## src/rtl/instr_fetch_unit.sv

```systemverilog
// Instruction fetch unit: owns the program counter, drives the program ROM
// address combinationally and registers each returned instruction into an
// output instruction register with a valid/ready handshake. Supports branch
// redirects (flush), stall on backpressure, run gating and either
// wrap-around or halt-at-end sequencing.
module instr_fetch_unit #(
   parameter int unsigned ADDR_W      = 4,
   parameter int unsigned INST_W      = 16,
   parameter int unsigned RESET_PC    = 0,
   parameter bit          STOP_AT_END = 1'b0
) (
   input  logic              clk,
   input  logic              rst,
   input  logic              run,
   output logic [ADDR_W-1:0] rom_addr,
   input  logic [INST_W-1:0] rom_inst,
   output logic [INST_W-1:0] ir,
   output logic [ADDR_W-1:0] ir_pc,
   output logic              ir_valid,
   input  logic              ir_ready,
   input  logic              redir_valid,
   input  logic [ADDR_W-1:0] redir_addr,
   output logic              halted
);

   typedef enum logic [0:0] {
      S_FETCH = 1'b0,
      S_HALT  = 1'b1
   } state_e;

   localparam logic [ADDR_W-1:0] RESET_PC_C = ADDR_W'(RESET_PC);
   localparam logic [ADDR_W-1:0] PC_LAST    = {ADDR_W{1'b1}};
   localparam logic [ADDR_W-1:0] PC_ONE     = ADDR_W'(1);

   state_e            state_q, state_d;
   logic [ADDR_W-1:0] pc_q, pc_d;
   logic [INST_W-1:0] ir_q, ir_d;
   logic [ADDR_W-1:0] ir_pc_q, ir_pc_d;
   logic              ir_valid_q, ir_valid_d;
   logic              halted_q, halted_d;
   logic              transfer_s;
   logic              slot_free_s;

   // State register with synchronous reset; reset discards any pending ir.
   always_ff @(posedge clk) begin
      if (rst) begin
         state_q    <= S_FETCH;
         pc_q       <= RESET_PC_C;
         ir_q       <= {INST_W{1'b0}};
         ir_pc_q    <= {ADDR_W{1'b0}};
         ir_valid_q <= 1'b0;
         halted_q   <= 1'b0;
      end else begin
         state_q    <= state_d;
         pc_q       <= pc_d;
         ir_q       <= ir_d;
         ir_pc_q    <= ir_pc_d;
         ir_valid_q <= ir_valid_d;
         halted_q   <= halted_d;
      end
   end

   // Next-state logic: redirect beats fetch, fetch beats drain/stall.
   always_comb begin
      state_d     = state_q;
      pc_d        = pc_q;
      ir_d        = ir_q;
      ir_pc_d     = ir_pc_q;
      ir_valid_d  = ir_valid_q;
      halted_d    = halted_q;
      transfer_s  = ir_valid_q && ir_ready;
      slot_free_s = !ir_valid_q || ir_ready;

      case (state_q)
         S_FETCH: begin
            if (redir_valid) begin
               // Flush: the pending ir is dropped even if it is being accepted.
               pc_d       = redir_addr;
               ir_valid_d = 1'b0;
            end else if (run && slot_free_s) begin
               ir_d       = rom_inst;
               ir_pc_d    = pc_q;
               ir_valid_d = 1'b1;
               if ((pc_q == PC_LAST) && STOP_AT_END) begin
                  state_d  = S_HALT;
                  halted_d = 1'b1;
               end else begin
                  pc_d = pc_q + PC_ONE;
               end
            end else if (transfer_s) begin
               // Not fetching: just drain the consumed instruction.
               ir_valid_d = 1'b0;
            end else begin
               ir_valid_d = ir_valid_q;
            end
         end
         S_HALT: begin
            if (redir_valid) begin
               pc_d       = redir_addr;
               ir_valid_d = 1'b0;
               halted_d   = 1'b0;
               state_d    = S_FETCH;
            end else if (transfer_s) begin
               ir_valid_d = 1'b0;
            end else begin
               ir_valid_d = ir_valid_q;
            end
         end
         default: begin
            state_d    = S_FETCH;
            ir_valid_d = 1'b0;
            halted_d   = 1'b0;
         end
      endcase
   end

   assign rom_addr = pc_q;
   assign ir       = ir_q;
   assign ir_pc    = ir_pc_q;
   assign ir_valid = ir_valid_q;
   assign halted   = halted_q;

endmodule
```

## config.mk

```make
export PLATFORM = sky130hd
export DESIGN_NAME = instr_fetch_unit
export DESIGN_NICKNAME = d
export VERILOG_FILES = /design/src/rtl/instr_fetch_unit.sv
export SDC_FILE = /design/constraint.sdc
export NUM_CORES = 1
export LEC_CHECK = 0
export CAP_MARGIN = 20
export CORE_MARGIN = 1
export CORE_UTILIZATION = 30
export CTS_BUF_LIST = sky130_fd_sc_hd__clkbuf_2 sky130_fd_sc_hd__clkbuf_4 sky130_fd_sc_hd__clkbuf_8
export CTS_CLUSTER_DIAMETER = 60
export DETAILED_ROUTE_END_ITERATION = 10
export SYNTH_ARGS = -nofsm -noshare
export SYNTH_HDL_FRONTEND = slang
export SYNTH_SLANG_ARGS = --single-unit
```

## constraint.sdc

```tcl
create_clock -name clk -period 2.9 [get_ports clk]
set_clock_uncertainty 0.2 [all_clocks]
set_input_delay 0.58 -clock clk [delete_from_list [all_inputs] [get_ports clk]]
set_output_delay 0.58 -clock clk [all_outputs]
set_load 0.02 [all_outputs]
```

; ---- Word-level counts from Yosys, hierarchy flattened
; Cells that the tools add are included.
[totals]
regBits = 26
out_inout_bits = 26
wordCells = 27
[op_classes]
addsub = 1
n_eq_ne = 2
n_mux = 10
n_bitwise = 2
reduce_logical = 7
[ops]
columns = operator, count
row1 = $mux W4, 3
row2 = $pmux W4 S2, 1
row3 = $mux W1, 5
row4 = $add A4 B1 Y4 const B, 1
row5 = $ne A3 B3 Y1 const B, 1
row6 = $reduce_and A3 Y1, 1
row7 = $logic_and A1 B1 Y1, 2
row8 = $ne A2 B2 Y1 const B, 1
row9 = $not A1 Y1, 2
row10 = $pmux W1 S2, 1
row11 = $reduce_and A2 Y1, 1
row12 = $reduce_or A2 Y1, 1
row13 = $logic_not A1 Y1, 1
row14 = $logic_or A1 B1 Y1, 1

; ---- Depth between registers and ports, before layout
[depth]
ltp_word = 6
mapped_depth = 5
depth_no_buf = 4

; ---- Least setup slack after synthesis
; Ideal clock, no wire load.
[synth_timing]
kind = input to register
startpoint = input redir_valid
endpoint = register pc_q[1] (netlist: rom_addr[1])
setup_ns = 0.128
t_arrival_ns = 1.351
required_time_ns = 2.572
path_slack_ns = 1.221
path_stages = 5
path_cell_list = or2_0 buf_2 mux2_1 mux2i_1 nor2_1
[synth_via]
elab_chain_cells = 2
word_cells_on_any_way = 5
cone_classes = eq/ne (2) / mux (2) / reduce/logical (1)
[synth_rtl]
columns = element, line_no
row1 = from (decl), 21  ; input logic redir_valid,
row2 = $mux W4 (tied with other cells), 76  ; if (redir_valid) begin
row3 = $pmux W4 S2 / $reduce_and A2 Y1 (equally long branches), -
row4 = to (signal assigned), 55  ; pc_q <= pc_d;
row5 = to (decl), 36  ; logic [ADDR_W-1:0] pc_q, pc_d;
; Parallel ways exist; a longest one is shown, timed or not.
; A chain may end at the register's enable or synchronous reset.

; ---- Final worst setup path
[layout_timing]
startpoint = register pc_q[1] (netlist: rom_addr[1])
endpoint = output rom_addr[1]
[layout_lines]
columns = element, line_no
row1 = to (decl), 15  ; output logic [ADDR_W-1:0] rom_addr,
; No word-level cell between the ends.

==> results.json <==
{
  "synth_top_flop_cell": "dfxtp_1",
  "cp_slowest_cell": "clkdlybuf4s50_1",
  "gp_congestion": 0.695,
  "synth_compound_area_share_pct": 16.3,
  "ant_nets": 0,
  "hpwl_um": 1890,
  "grt_pass1_wl_um": 4020,
  "worst-path-buf-inv": 1,
  "rsz0062_at_grt": "false",
  "synthXorXnorAreaFrac_pct": 0,
  "synth_adder_area_share_pct": 1.25,
  "synth_top_family_by_area": "simple AND/OR/NAND/NOR gates",
  "ys_seq_elements": 26,
  "critical_path.max_fanout": 5,
  "root_buffer": "clkbuf_4",
  "fmax_ghz": 0.459,
  "grt_antenna_before_repair": 0,
  "setup_ws_ns": 0.723,
  "p_clk_share_pct": 25.7,
  "ir_drop_mv": 0.180,
  "cts_num_sinks": 26,
  "yosysSeqAreaShare_pct": 52.0,
  "cp_slowest_stage_delay_ns": 0.64,
  "fill_cells": 326,
  "slew_viol_final": 0,
  "period_needed_ns": 2.18,
  "cp_cell_sequence": "clkdlybuf4s50_1",
  "grt_pass1_vias": 935,
  "drtIter0Drc": 32,
  "switching_share_pct": 25.8,
  "post_synth.cell_area_avg_um2": 7.94,
  "routedWlPerCell_um": 11.3,
  "crit_required_ns": 2.12,
  "dp_cells": 215,
  "pin_count": 51,
  "grt_max_degree": 15,
  "synthSimpleGateAreaFrac_pct": 23.5,
  "synthToLayoutAreaGrowth_pct": 57.7,
  "met1_usage_pct": 17.0,
  "cts_htree_levels": 1,
  "antenna_cells": 0,
  "gr-max-usage-layer": "met2",
  "fp.dieW_um": 59.8,
  "postCtsHoldBufs": 0,
  "clk_latency_ns": 0.32,
  "synth-edff-count": 0,
  "port_buffers": 49,
  "drv_cap": 0,
  "cp-end-kind": "output port",
  "synthesis.area_um2": 1000,
  "cp.arrival_ns": 1.40,
  "post_drt_via_cell_ratio": 4.49,
  "seq_power_share_pct": 54.3,
  "finalSetupViolCount": 0,
  "dp_slack_ns": 0.569,
  "p_int_uw": 528,
  "power_frac_comb_pct": 20.0,
  "path_class": "flip-flop to output port",
  "final_net_count": 202,
  "post-route-drc-count": 0,
  "fin_setup_tns_ns": 0,
  "cp_top_family": "buffers and inverters",
  "met3_usage_pct": 0.866,
  "synthCells": 126,
  "fin_cells": 219,
  "dr.pass1.iters": 4,
  "overflow": 0,
  "grt.total_usage_pct": 15.1,
  "ys_types": 25,
  "setup.worst_path.start_class": "flip-flop",
  "die_y_um": 59.8,
  "cts_resized": 0,
  "routed_wl_um": 2470,
  "grtUsageMet2_pct": 27.6,
  "hold_viol_final": 0,
  "row_count": 20,
  "period_share_pct": 75.1,
  "core-area_um2": 3100,
  "fin_util_pct": 50.9,
  "cts_made_buffers": 3,
  "synthMuxAreaShare_pct": 2.13,
  "via_count": 984,
  "async_flop_share_pct": 0,
  "hold_path_class": "flip-flop to flip-flop",
  "syn_nets": 152,
  "synth_warnings": 0,
  "final_layout_size_suffix_gt1_share_pct": 5.71,
  "clk_pin_slew_ns": 0.13,
  "start_util_pct": 32.3,
  "power_density_nw_per_um2": 450,
  "cts_tree": "yes",
  "die_area_um2": 3570,
  "p_sw_uw": 183,
  "status": "complete, no violations",
  "cts_setup_buffers": 0,
  "power_leakage_uw": 0.000569,
  "clk_path_buf_depth": 2
}
==> metal layers <==
| metal | part of all wire (%) | vias to the layer above |
|---|---|---|
| li1 | - | 511 |
| met4 | 2.1 | 0 |
| met5 | 0 | - |
| met1 | 43 | 443 |
| met3 | 3.0 | 4 |
| met2 | 51 | 26 |
==> logic make-up after synthesis <==
family | count (synthesis)
compound gates | 29
fa+ha+maj | 1
buf+inv | 10
flops | 26
mux | 2
other cells | 1
simple gates | 57
==> layout make-up <==
type,count,area [µm²],share of cell area (%)
sequential,26,520,33.0
multi-input combinational,90,435,27.6
timing repair buffer,54,528,33.4
tap,44,55.1,3.49
clock buffer,4,36.3,2.30
inverter,1,3.75,0.238
==> Yosys cell counts, types with 2 or more instances <==
library cell / n / share of area (%)
nand2_1: 44 / 17
nor2_1: 3 / 1.1
clkbuf_1: 5 / 1.9
buf_2: 3 / 1.5
a21oi_1: 23 / 11
nor3_1: 2 / 1.0
dfxtp_1: 26 / 52
nand3_1: 2 / 1.0
nand2b_1: 2 / 1.2
==> layout by cell type, fill, tap and decap left out, drive strengths merged <==
cell           count
or3                1
ha                 1
buf                5
o32ai              1
and3               1
nand2b             2
clkdlybuf4s50     49
dfxtp             26
a21oi             23
inv                1
mux2               1
a31oi              2
a21o               1
conb               1
clkbuf             4
nor3               2
a211oi             1
nand2             44
o21ai              1
or2                1
nand3b             1
nand3              2
nor2               3
mux2i              1
==> registers in the layout (all words and copies together) (netlist names) <==
name,flops
ir,16
rom_addr,4
ir_pc,4
ir_valid,1
state_q,1
==> worst paths after layout <==
| path | endpoint | slack (ns) | cells past startpoint | startpoint |
|---|---|---|---|---|
| max | rom_addr[1] | 0.72 | 1 | rom_addr[1] |
| min | ir[4] | 0.26 | 2 | ir[4] |
| max reg2reg | rom_addr[1] | 1.40 | 4 | state_q |
| min reg2reg | ir[4] | 0.26 | 2 | ir[4] |
==> through the flow <==
step           total power [µW]  cell area [µm²]  hold slack, ns
3_5_place_dp                538             1540           0.246
6_report                    711             1580           0.261
4_1_cts                     726             1580           0.265
2_1_floorplan               457             1000           0.282
5_1_grt                     744             1580           0.283
3_3_place_gp                535             1540           0.241
==> power by group through the flow <==
stage	combinational, µW	sequential, µW	clock [µW]
after detailed placement	143	394	0
after global routing	154	389	201
after floorplan	44.5	413	0
after CTS	144	387	195
after global placement	141	393	0
final	142	386	183
Note: power is estimated with default switching activity, not from simulation.
